==> src/rtl/rr_arbiter16_pkg.sv <==
// Shared constants for the 16-way round-robin arbiter.
// Latency: n/a (declarations only).
// Backpressure: n/a.
package rr_arbiter16_pkg;

  // Arbiter state encodings
  localparam logic ARB_IDLE  = 1'b0;
  localparam logic ARB_GRANT = 1'b1;

  // Requester count and matching index width
  localparam int NUM_REQ = 16;
  localparam int IDX_W   = 4;

endpackage

==> src/rtl/rr_arbiter16_decoder4x16.sv <==
// 4-to-16 one-hot decoder with enable; all zeros when disabled.
// Latency: purely combinational.
// Backpressure: none.
module decoder4x16 (
  input  logic [3:0]  in,
  input  logic        en,
  output logic [15:0] dout
);

  // One-hot decode of the index, forced to zero when not enabled
  always_comb begin
    dout = 16'h0000;
    if (en) begin
      dout = 16'h0001 << in;
    end
  end

endmodule

==> src/rtl/rr_arbiter16.sv <==
// Round-robin arbiter: one holder of a 16-way resource, held until done/drop (or hold limit).
// Latency: 1 cycle req->gnt and done->release; handover is back-to-back with no idle gap.
// Backpressure: losing requesters simply wait; no preemption. Hold limit built with ARB_TIMEOUT_EN.
module rr_arbiter16
  import rr_arbiter16_pkg::*;
#(
  parameter int HOLD_MAX = 8
) (
  input  logic               clk,
  input  logic               rst,
  input  logic [NUM_REQ-1:0] req,
  input  logic               done,
  output logic [NUM_REQ-1:0] gnt,
  output logic [IDX_W-1:0]   gnt_idx,
  output logic               gnt_valid,
  output logic               timeout
);

  localparam logic [IDX_W-1:0] HoldLast = IDX_W'(HOLD_MAX - 1);

  logic             state_q, state_d;
  logic [IDX_W-1:0] ptr_q, ptr_d;
  logic [IDX_W-1:0] gnt_idx_q, gnt_idx_d;

  logic [IDX_W-1:0]   ptr_after;
  logic [NUM_REQ-1:0] req_masked;
  logic [IDX_W:0]     pick_idle;
  logic [IDX_W:0]     pick_rel;
  logic               holder_drop;
  logic               limit_hit;
  logic               release_now;

`ifdef ARB_TIMEOUT_EN
  logic [IDX_W-1:0] hold_cnt_q, hold_cnt_d;
  logic             timeout_q, timeout_d;
`else
  // HOLD_MAX only matters when the hold limit is compiled in
  logic             hold_unused;
  assign hold_unused = ^HoldLast;
`endif

  // Rotating priority search: first set bit of r starting at p, wrapping 15->0.
  // Returns {found, index}.
  function automatic logic [IDX_W:0] pick(input logic [NUM_REQ-1:0] r,
                                          input logic [IDX_W-1:0]   p);
    logic             found;
    logic [IDX_W-1:0] sel;
    logic [IDX_W-1:0] idx;
    found = 1'b0;
    sel   = p;
    for (int i = 0; i < NUM_REQ; i++) begin
      idx = p + IDX_W'(i);
      if (!found && r[idx]) begin
        found = 1'b1;
        sel   = idx;
      end
    end
    return {found, sel};
  endfunction

  // Candidate winners for the idle case and for a release (old holder masked out)
  always_comb begin
    ptr_after   = gnt_idx_q + IDX_W'(1);
    req_masked  = req & ~(NUM_REQ'(1) << gnt_idx_q);
    pick_idle   = pick(req, ptr_q);
    pick_rel    = pick(req_masked, ptr_after);
    holder_drop = !req[gnt_idx_q];
`ifdef ARB_TIMEOUT_EN
    limit_hit   = (hold_cnt_q == HoldLast);
`else
    limit_hit   = 1'b0;
`endif
    release_now = done | holder_drop | limit_hit;
  end

  // Next-state logic for state, pointer, holder index and hold counter
  always_comb begin
    state_d   = state_q;
    ptr_d     = ptr_q;
    gnt_idx_d = gnt_idx_q;
`ifdef ARB_TIMEOUT_EN
    hold_cnt_d = hold_cnt_q;
    timeout_d  = 1'b0;
`endif
    if (state_q == ARB_IDLE) begin
      if (pick_idle[IDX_W]) begin
        state_d   = ARB_GRANT;
        gnt_idx_d = pick_idle[IDX_W-1:0];
`ifdef ARB_TIMEOUT_EN
        hold_cnt_d = '0;
`endif
      end
    end else begin
      if (release_now) begin
        ptr_d = ptr_after;
`ifdef ARB_TIMEOUT_EN
        // Flag only revocations caused purely by the hold limit
        timeout_d  = !done && !holder_drop;
        hold_cnt_d = '0;
`endif
        if (pick_rel[IDX_W]) begin
          gnt_idx_d = pick_rel[IDX_W-1:0];
        end else begin
          state_d = ARB_IDLE;
        end
      end else begin
`ifdef ARB_TIMEOUT_EN
        if (hold_cnt_q != '1) begin
          hold_cnt_d = hold_cnt_q + IDX_W'(1);
        end
`endif
      end
    end
  end

  // Core arbiter registers
  always_ff @(posedge clk or posedge rst) begin
    if (rst) begin
      state_q   <= ARB_IDLE;
      ptr_q     <= '0;
      gnt_idx_q <= '0;
    end else begin
      state_q   <= state_d;
      ptr_q     <= ptr_d;
      gnt_idx_q <= gnt_idx_d;
    end
  end

`ifdef ARB_TIMEOUT_EN
  // Hold counter and registered timeout pulse
  always_ff @(posedge clk or posedge rst) begin
    if (rst) begin
      hold_cnt_q <= '0;
      timeout_q  <= 1'b0;
    end else begin
      hold_cnt_q <= hold_cnt_d;
      timeout_q  <= timeout_d;
    end
  end
  assign timeout = timeout_q;
`else
  assign timeout = 1'b0;
`endif

  assign gnt_idx   = gnt_idx_q;
  assign gnt_valid = (state_q == ARB_GRANT);

  decoder4x16 u_dec (
    .in   (gnt_idx_q),
    .en   (gnt_valid),
    .dout (gnt)
  );

endmodule

==> config.mk <==
export PLATFORM = sky130hd
export DESIGN_NAME = rr_arbiter16
export DESIGN_NICKNAME = d
export VERILOG_FILES = /design/src/rtl/rr_arbiter16_pkg.sv /design/src/rtl/rr_arbiter16_decoder4x16.sv /design/src/rtl/rr_arbiter16.sv
export SDC_FILE = /design/constraint.sdc
export NUM_CORES = 1
export LEC_CHECK = 0
export ABC_AREA = 1
export CAP_MARGIN = 10
export CORE_MARGIN = 2
export CORE_UTILIZATION = 40
export DETAILED_ROUTE_END_ITERATION = 8
export PLACE_DENSITY = 0.65
export SLEW_MARGIN = 15
export SYNTH_ARGS = -nofsm -noshare
export SYNTH_HDL_FRONTEND = slang
export SYNTH_SLANG_ARGS = --single-unit
==> constraint.sdc <==
create_clock -name clk -period 3.9 [get_ports clk]
set_input_delay 0.78 -clock clk [delete_from_list [all_inputs] [get_ports clk]]
set_output_delay 0.78 -clock clk [all_outputs]
set_load 0.01 [all_outputs]
# Word-level counts from Yosys, hierarchy flattened
# Cells that the tools add are included.
[classes]
n_addsub = 31
n_lt_le_gt_ge = 33
n_eq_ne = 2
n_shift = 1
n_mux = 137
bitwise = 3
reduce_logical = 64
[op_table]
columns = ["op", "count"]
rows = [
  ["< comparator 4 x 5 -> 1 bit, second input constant", 33],
  ["two-way mux 4 bit", 34],
  ["binary-select mux 1 bit (select 4 bit)", 33],
  ["two-way mux 1 bit", 69],
  ["adder 4 bit, second input constant", 16],
  ["adder 4 x 3 -> 4 bit, second input constant", 8],
  ["logical NOT 1 bit", 31],
  ["logical AND 1 bit", 30],
  ["adder 4 x 2 -> 4 bit, second input constant", 4],
  ["AND 16 bit", 1],
  ["two-way mux 16 bit", 1],
  ["NOT 16 bit", 1],
  ["<< shifter 1 x 4 -> 16 bit, first input constant", 1],
  ["adder 4 x 1 -> 4 bit, second input constant", 3],
  ["!= test 2 x 1 -> 1 bit, second input constant", 2],
  ["AND reduction 3 bit", 1],
  ["AND reduction 2 bit", 1],
  ["nonzero test 2 bit", 1],
  ["bitwise OR 1 bit", 1],
]
[totals]
regBits = 9
in_bits = 19
output_inout_bits = 22
word_cells = 274

# Logic depth before layout (Yosys ltp)
# Gate-level depths: netlist of the first run.
[depth]
word_depth = 54
ltp_mapped = 34
mapped_depth_nobuf = 32

# By module
# Synthesis of the first run repeated with hierarchy kept, for this count alone.
[unflattened]
cells_unflattened = 887
hier_area_um2 = 4584.4
[by_module_without_submodules]
columns = ["module", "instances", "cells_per_inst", "area_per_inst_um2", "seq_area_each_um2"]
rows = [
  ["rr_arbiter16", 1, 856, 4458.0, 225.2],
  ["decoder4x16", 1, 31, 126.4, 0.0],
]

# Least setup slack after synthesis of the first run
# OpenSTA, ideal clock, no wires.
[synth_timing]
path_type = "register to register"
startpoint = "register gnt_idx_q[0] (netlist: gnt_idx[0])"
endpoint = "register gnt_idx_q[3] (netlist: gnt_idx[3])"
arrival_time_ns = 3.799
required_ns = 3.784
slack_ns = -0.015
path_stages_with_launch = 30
path_cell_list = "dfrtp_1 inv_2 buf_2 clkbuf_1 ha_1 buf_6 inv_1 buf_2 ha_1 a21oi_2 xor2_2 nand3_1 o21ai_2 nand3_2 inv_2 nand4_4 nor2_4 nand2_2 nor2_4 nand2_4 nor2_8 nand3_2 nand2_1 inv_1 nand2_1 nand2_1 nand2_1 nand2_1 nand2_1 nand2_1"
[synth_between]
word_cells_on_any_way = 122
classes_between = "add/sub (16); eq/ne (2); shift (1); mux (68); bitwise (3); reduce/logical (32)"
[synth_rtl]
columns = ["element", "line", "text"]
rows = [
  ["start: declaration", "rr_arbiter16.sv:23", "logic [IDX_W-1:0] gnt_idx_q, gnt_idx_d;"],
  ["start signal: assignment", "rr_arbiter16.sv:125", "gnt_idx_q <= gnt_idx_d;"],
  ["adder 4 x 1 -> 4 bit (*)", "rr_arbiter16.sv:63", "ptr_after = gnt_idx_q + IDX_W'(1);"],
  ["via ptr_after[0]", "rr_arbiter16.sv:25", "logic [IDX_W-1:0] ptr_after;"],
  ["parallel branches: the longest is 51 deep, another holds adder 4 x 1 -> 4 bit", "n/a", ""],
]
# Mark *: on every way through the listed nets, which the timed path passes. The select of a mux whose other input is x is not followed.
# A chain may end at the register's enable or synchronous reset.

# Final worst setup path of the first run
[layout_timing]
startpoint = "input req[12]"
endpoint = "register gnt_idx_q[2] (netlist: gnt_idx[2])"
[layout_between]
elab_chain_len = 52
word_cells_on_any_way = 199
classes_between = "eq/ne (2); mux (132); bitwise (2); reduce/logical (63)"
[layout_rtl]
columns = ["element", "line", "text"]
rows = [
  ["start: declaration", "rr_arbiter16.sv:11", "input logic [NUM_REQ-1:0] req,"],
  ["AND 16 bit", "rr_arbiter16.sv:64", "req_masked = req & ~(NUM_REQ'(1) << gnt_idx_q);"],
  ["binary-select mux 1 bit (select 4 bit)", "rr_arbiter16.sv:53", "if (!found && r[idx]) begin"],
  ["two-way mux 1 bit (implied by the code)", "rr_arbiter16.sv:53", ""],
  ["two-way mux 1 bit", "rr_arbiter16.sv:53", ""],
  ["logical NOT 1 bit", "rr_arbiter16.sv:53", ""],
  ["logical AND 1 bit", "rr_arbiter16.sv:53", ""],
  ["two-way mux 1 bit", "rr_arbiter16.sv:53", ""],
  ["logical NOT 1 bit", "rr_arbiter16.sv:53", ""],
  ["(+36 left out)", "n/a", ""],
  ["logical AND 1 bit", "rr_arbiter16.sv:53", ""],
  ["two-way mux 1 bit", "rr_arbiter16.sv:53", ""],
  ["logical NOT 1 bit", "rr_arbiter16.sv:53", ""],
  ["logical AND 1 bit", "rr_arbiter16.sv:53", ""],
  ["two-way mux 4 bit", "rr_arbiter16.sv:53", ""],
  ["two-way mux 4 bit", "rr_arbiter16.sv:101", "if (pick_rel[IDX_W]) begin"],
  ["two-way mux 4 bit", "rr_arbiter16.sv:94", "if (release_now) begin"],
  ["two-way mux 4 bit", "rr_arbiter16.sv:85", "if (state_q == ARB_IDLE) begin"],
]
# Parallel ways exist; a longest one is shown, timed or not. The select of a mux whose other input is x is not followed.

==> results of run 1 <==
[per-stage QoR]
| stage | instances | area [um2] |
|---|---|---|
| after floorplan | 884 | 4480 |
| after CTS | 1082 | 5240 |
| after detailed placement | 1078 | 5190 |
| after global placement | 1078 | 5190 |
| after global routing | 1093 | 5510 |
| final | 1093 | 5510 |
[synth_stat cells (3+ instances only)]
cell / number / area share (%)
a21oi_1: 20 / 2.2
a31oi_1: 3 / 0.42
buf_2: 12 / 1.3
buf_4: 3 / 0.50
buf_6: 4 / 1.0
clkbuf_1: 7 / 0.59
clkinv_1: 4 / 0.34
dfrtp_1: 9 / 5.0
ha_1: 20 / 5.6
inv_1: 102 / 8.6
inv_2: 11 / 0.92
nand2_1: 286 / 24
nand2_2: 6 / 0.84
nand3_1: 233 / 26
nand3_2: 4 / 0.89
nand4_1: 10 / 1.4
nor2_1: 55 / 4.6
nor2_2: 5 / 0.70
nor2_4: 4 / 1.0
o211ai_1: 4 / 0.67
o21a_1: 4 / 0.67
o21ai_0: 39 / 4.4
o21ai_1: 3 / 0.34
o221ai_1: 3 / 0.59
xor2_1: 7 / 1.4
xor2_2: 3 / 1.1
[worst max-delay path by stage]
stage | to | slack [ps]
CTS | gnt_idx[1]$_DFFE_PP0P_ | 180
global placement | gnt_idx[2]$_DFFE_PP0P_ | 80
floorplan | gnt_idx[3]$_DFFE_PP0P_ | 20
finish | gnt_idx[2]$_DFFE_PP0P_ | 260
detailed placement | gnt_idx[2]$_DFFE_PP0P_ | 100
global route | gnt_idx[2]$_DFFE_PP0P_ | -30
[layout make-up]
| class | count | area (um2) | share of cell area (%) |
|---|---|---|---|
| Timing Repair Buffer | 90 | 787 | 14.3 |
| Sequential cell | 9 | 228 | 4.14 |
| Inverter | 117 | 452 | 8.20 |
| Tap cell | 140 | 175 | 3.18 |
| Multi-Input combinational cell | 733 | 3820 | 69.4 |
| Clock buffer | 4 | 45.0 | 0.818 |
[critical path, delay by kind of cell]
| family | cells | cell delay, ps |
|---|---|---|
| AOI/OAI and AO/OA | 1 | 40 |
| buffers and inverters | 4 | 840 |
| and+or+nand+nor | 20 | 2110 |
[registers in the layout (all words and copies together) (netlist names)]
register	cells
ptr_q	4
gnt_idx	4
gnt_valid	1
[metal layers]
metal,part of all wire [%],up-vias,track usage [%]
met5,0,-,0
met4,3.3,0,8.86
met1,42,2652,33.0
met3,6.3,46,3.85
li1,-,3029,-
met2,48,240,48.4
[what timing repair did]
item / in CTS / in global routing
endpoints found under the setup margin: 0 / 4
setup buffers: 0 / 10
gates resized for setup: 0 / 41
[cell families after synthesis]
group	synth area share [%]
other	0.0838
adders and majority gates	5.59
AOI/OAI and AO/OA	10.2
xor gates and xnor gates	3.22
DFF	5.03
and+or+nand+nor	62.7
buffers and inverters	13.3
==> run metrics, run 1 <==
outcome=complete, no violations; clock buffer depth=2; Tcrit/Tclk final=slightly above 90%; Initial Util=between 40 and 50%; worst hold path type=reg2reg; Post-synth ARST share=100%; Mean Syn Cell Area=slightly above 5 um2; Slew headroom=51.5%; synth warn=0; diode count=0; Crit path required time=4030 ps; sequential fraction of the synthesis area=5.03%; commonest cells after routing, fill and taps aside=nand2_1 (283), nand3_1 (228), inv_1 (99); Hold Path Sink=gnt_idx[3]$_DFFE_PP0P_; share of cells above drive strength 1=12.9%; Hold Crit Depth=2; pre-CTS setup slack=just over 100 ps; die width=110 um; most used cell, CP=nand2_1; CTS tree=yes; Max-Cap Viols=0; Worst path slowest cell=clkdlybuf4s50_1; Worst EP arrival=around 3800 ps; # port buffers=39; row cnt=38; Min Hold Slack=approximately 670 ps; fin util=50.6%; first-pass GRT wire length=25900 um; Fin. Hold Viols=0; DR vias/cell=roughly 5.5; hold_sp=gnt_idx[3]$_DFFE_PP0P_; initial drt markers=408; post-synth cell types=43; worst slew pin tran=727 ps; crit path launch type=primary input; CTS H-Tree Depth=1; setup slack, reg-to-reg=around 260 ps; total global-route track usage=~27%; Max Fclk=275 MHz; Tmin final=roughly 3600 ps; ys flop type=dfrtp_1; total wire length=between 15000 and 20000 um; Slew Limit Fails=0; Routability Congestion=approximately 0.97; chip height=110 um; die area=between 0.01 and 0.015 mm2; post-DR wirelength/cell=14.8 um; drt first pass iters=6; hpwl dp=about 13000 um; crit-path max cell delay=570 ps; CTS Buf Count=3; Post-synth EDFFs=0; CP max FO=5; clk root buf=clkbuf_8; Worst R2R End=gnt_idx[2]$_DFFE_PP0P_; clk slew on worst S/H paths=50 ps; crit path capture type=flip-flop; Layout fillers=about 1200; RR Startpoint=gnt_idx[1]$_DFFE_PP0P_; leading cell type in the layout, fill and taps excluded=nand2_1; IO Count=a little over 40; PnR worst setup slack=between 200 and 300 ps; endpoints failing setup=0; initial antenna violation count=0; clk_lat worst skew=between 200 and 250 ps; Layout Nets=993; setup TNS=0 ps; CP startpoint=req[12]; R2R cell count=24; CTS Hold Bufs=0; ANT nets after route=0; core box area=between 0.01 and 0.015 mm2; area growth from synthesis to layout=23.0%; Worst Skew=about 2.2 ps; Mapped Cells=between 800 and 900; vias in the first global route=5396; CTS sink cnt=9; Yosys reg bits=9; syn_nets=923; largest net degree at the start of global routing=30; worst setup path category=in2reg; Post-Syn Area=0.00448 mm2; DRC violation count after routing=0; GRT Residual Overflow=0; Via Count=5967
Power of run 1 is left out: the tool's default activity adds up to more than one toggle a clock period on the data nets, which glitch-free logic cannot reach.
==> run 2: changes to the inputs <==
- CAP_MARGIN: 10 -> 20
- CORE_UTILIZATION: 40 -> 55
- CTS_CLUSTER_DIAMETER: unset -> 50
- PLACE_DENSITY: 0.65 -> 0.84
==> run metrics, run 2 (same netlist as run 1, synthesis figures left out) <==
Worst Skew=5.81 ps; diode count=0; clk_lat worst skew=about 240 ps; share of cells above drive strength 1=a little under an eighth; crit path launch type=primary input; Max Fclk=roughly 280 MHz; PnR worst setup slack=between 200 and 300 ps; ANT nets after route=0; Slew headroom=around half; CTS sink cnt=9; Crit path required time=about 4000 ps; CTS tree=yes; IO Count=slightly above 40; Tcrit/Tclk final=93.2%; Layout Nets=between 900 and 1000; hold_sp=gnt_idx[3]$_DFFE_PP0P_; area growth from synthesis to layout=19.5%; worst slew pin tran=around 780 ps; die width=94.2 um; CTS Hold Bufs=0; fin util=around 70%; vias in the first global route=~5500; DR vias/cell=a little under 6; Tmin final=about 3600 ps; GRT Residual Overflow=0; commonest cells after routing, fill and taps aside=nand2_1 (284), nand3_1 (233), inv_1 (99); worst setup path category=in2reg; clk root buf=clkbuf_8; clock buffer depth=2; Min Hold Slack=674 ps; die area=~0.0089 mm2; crit path capture type=flip-flop; DRC violation count after routing=0; hpwl dp=approximately 12000 um; Initial Util=approximately 57%; pre-CTS setup slack=between 20 and 30 ps; most used cell, CP=nand2_1; Worst EP arrival=3770 ps; leading cell type in the layout, fill and taps excluded=nand2_1; initial antenna violation count=0; endpoints failing setup=0; CP startpoint=req[8]; chip height=between 90 and 100 um; clk slew on worst S/H paths=about 50 ps; crit-path max cell delay=between 500 and 600 ps; CTS Buf Count=3; # port buffers=39; RR Startpoint=gnt_idx[0]$_DFFE_PP0P_; CP max FO=5; post-DR wirelength/cell=approximately 15 um; Worst path slowest cell=clkdlybuf4s50_1; first-pass GRT wire length=approximately 26000 um; total wire length=roughly 16000 um; drt first pass iters=5; Via Count=a little over 6000; outcome=complete, no violations; worst hold path type=reg2reg; core box area=between 0.007 and 0.008 mm2; Slew Limit Fails=0; row cnt=32; Routability Congestion=1.00; initial drt markers=between 400 and 500; largest net degree at the start of global routing=28; CTS H-Tree Depth=1; Fin. Hold Viols=0; Max-Cap Viols=0; total global-route track usage=between 30% and 40%
==> run 2: layout make-up <==
class	count	area [um2]
Clock buffer	4	45.0
Fill cell	744	2460
Inverter	117	445
Multi-Input combinational cell	733	3780
Sequential cell	9	228
Tap cell	102	128
Timing Repair Buffer	79	717
==> run 2: critical path: cells and delay by family <==
kind,cells,cell delay [ps]
and+or+nand+nor,20,2090
AOI/OAI and AO/OA,1,60
buffers and inverters,4,820
==> run 2: repair_timing <==
item | CTS | global route
gates resized for setup | 0 | 35
hold endpoints to repair | 0 | 0
endpoints found under the setup margin | 0 | 4
setup buffers | 0 | 2
==> run 2: through the flow <==
| stage | instances | cell area [um2] | setup TNS, ps |
|---|---|---|---|
| 6_report | 1044 | 5350 | 0 |
| 5_1_grt | 1044 | 5350 | -5.67 |
| 4_1_cts | 1041 | 5170 | 0 |
| 3_5_place_dp | 1037 | 5120 | 0 |
| 3_3_place_gp | 1037 | 5120 | 0 |
| 2_1_floorplan | 884 | 4480 | 0 |
==> run 2: metal layers <==
metal / part of all wire [%] / global-route usage, % / vias up
met1: 40 / 46.1 / 2651
met2: 46 / 61.4 / 339
met4: 4.5 / 16.5 / 0
li1: - / - / 3011
met3: 9.7 / 5.30 / 67
met5: 0 / 0 / -
==> run 2: final timing paths <==
path / endpoint / slack, ps / depth (start not counted)
worst max-delay path: gnt_idx[2]$_DFFE_PP0P_ / 270 / 25
max in group asynchronous: gnt_idx[0]$_DFFE_PP0P_ / 2760 / 2
worst min-delay path: gnt_idx[3]$_DFFE_PP0P_ / 670 / 2
worst max register to register: gnt_idx[1]$_DFFE_PP0P_ / 330 / 22
min in group asynchronous: gnt_idx[2]$_DFFE_PP0P_ / 840 / 2
worst min register to register: gnt_idx[3]$_DFFE_PP0P_ / 670 / 2
Power of run 2 is left out for the same reason.
==> run 3: changes to the inputs <==
- CORE_UTILIZATION: 55 -> 61
- DONT_BUFFER_PORTS: unset -> 1
- SETUP_SLACK_MARGIN: unset -> 0.3
==> run metrics, run 3 (same netlist as run 1, synthesis figures left out) <==
hpwl dp=roughly 12000 um; endpoints failing setup=0; CP bufs+invs=4; CTS sink cnt=9; crit path launch type=flip-flop; Max-Cap Viols=0; Routability Congestion=1.09; commonest cells after routing, fill and taps aside=nand2_1 (271), nand3_1 (210), inv_1 (88); Tcrit/Tclk final=between 90% and 100%; worst setup path category=reg2reg; Max Fclk=~270 MHz; area growth from synthesis to layout=25.9%; clk root buf=clkbuf_8; total global-route track usage=38.7%; initial drt markers=1016; row cnt=31; CTS H-Tree Depth=1; Worst EP arrival=roughly 4000 ps; DRC violation count after routing=44; Crit path required time=4020 ps; ANT nets after route=0; cell family with most CP delay=simple AND/OR/NAND/NOR gates; first-pass GRT wire length=between 20000 and 25000 um; GRT Residual Overflow=0; Fin. Hold Viols=0; largest net degree at the start of global routing=33; Worst path slowest cell=dfrtp_2; crit path capture type=flip-flop; die width=about 90 um; IO Count=41; share of cells above drive strength 1=approximately a fifth; post-DR wirelength/cell=18.8 um; failing checks=design-rule violations; clk_lat worst skew=approximately 240 ps; drt first pass iters=9; Slew Limit Fails=0; CP max FO=8; total wire length=19400 um; crit-path max cell delay=510 ps; clk slew on worst S/H paths=50 ps; diode count=0; worst hold path type=in2async; Tmin final=3770 ps; core box area=between 0.007 and 0.008 mm2; most used cell, CP=nand2_1; clock buffer depth=2; CTS Buf Count=3; Worst Skew=approximately 12 ps; die area=between 0.008 and 0.009 mm2; Via Count=6897; initial antenna violation count=0; Slew headroom=between 40% and 50%; Layout fillers=between 500 and 600; chip height=~90 um; CTS tree=yes; Layout Nets=~970; worst slew pin tran=783 ps; RSZ-0062 raised after global routing=true; setup TNS=0 ps; Initial Util=slightly above 60%; DR vias/cell=between 6 and 7; # port buffers=0; vias in the first global route=about 5300; CTS Hold Bufs=0; leading cell type in the layout, fill and taps excluded=nand2_1; outcome=finished, violations left; Min Hold Slack=slightly above 400 ps
-- run 3: cell types whose count changed in the layout (fill, tap and decap cells not counted), moves of 11 or more --
cell | before | now
clkdlybuf4s50_1 | 30 | 0
nand3_1 | 233 | 210
nand3_2 | 3 | 25
buf_4 | 39 | 57
nand2_1 | 284 | 271
inv_1 | 99 | 88
-- run 3: path summary, 6_finish.rpt --
path                                        start                      to  slack (ps)  cells past startpoint
max in group asynchronous                     rst  gnt_idx[0]$_DFFE_PP0P_        3190                      1
hold / removal                                rst    ptr_q[2]$_DFFE_PP0P_         410                      1
hold reg to reg            gnt_idx[2]$_DFFE_PP0P_  gnt_idx[2]$_DFFE_PP0P_         620                      2
setup reg to reg           gnt_idx[0]$_DFFE_PP0P_  gnt_idx[2]$_DFFE_PP0P_         130                     26
min in group clk           gnt_idx[2]$_DFFE_PP0P_  gnt_idx[2]$_DFFE_PP0P_         620                      2
setup / recovery           gnt_idx[0]$_DFFE_PP0P_  gnt_idx[2]$_DFFE_PP0P_         130                     26
-- run 3: layout make-up --
class,instances,area (um2),area share (%)
Timing Repair Buffer,71,641,11.4
Inverter,117,470,8.35
Tap cell,99,124,2.20
Timing Repair inverter,1,6.26,0.111
Multi-Input combinational cell,732,4120,73.1
Clock buffer,4,45.0,0.799
Sequential cell,9,228,4.04
-- run 3: routing by layer --
| metal | GRT usage, % | wire (um) | vias to the layer above |
|---|---|---|---|
| li1 | - | - | 3003 |
| met1 | 44.1 | 6370 | 2937 |
| met2 | 66.5 | 8370 | 704 |
| met3 | 7.95 | 2680 | 253 |
| met4 | 22.8 | 1970 | 0 |
| met5 | 0 | 0 | - |
-- run 3: timing repair --
item | 4_1_cts | 5_1_grt
endpoints found under the setup margin | 4 | 5
buffers inserted | 2 | 40
gates cloned | 0 | 3
pin swaps | 2 | 40
gates resized for setup | 12 | 113
-- run 3: through the flow --
stage	cells	util, %	area, um2	worst slack [ps]
after floorplan	884	-	4570	245
after global placement	984	65.6	4710	225
after detailed placement	984	65.6	4710	118
after CTS	990	67.2	4820	289
after global routing	1033	78.6	5640	38.8
final	1033	78.6	5640	131
Power of run 3 is left out for the same reason.
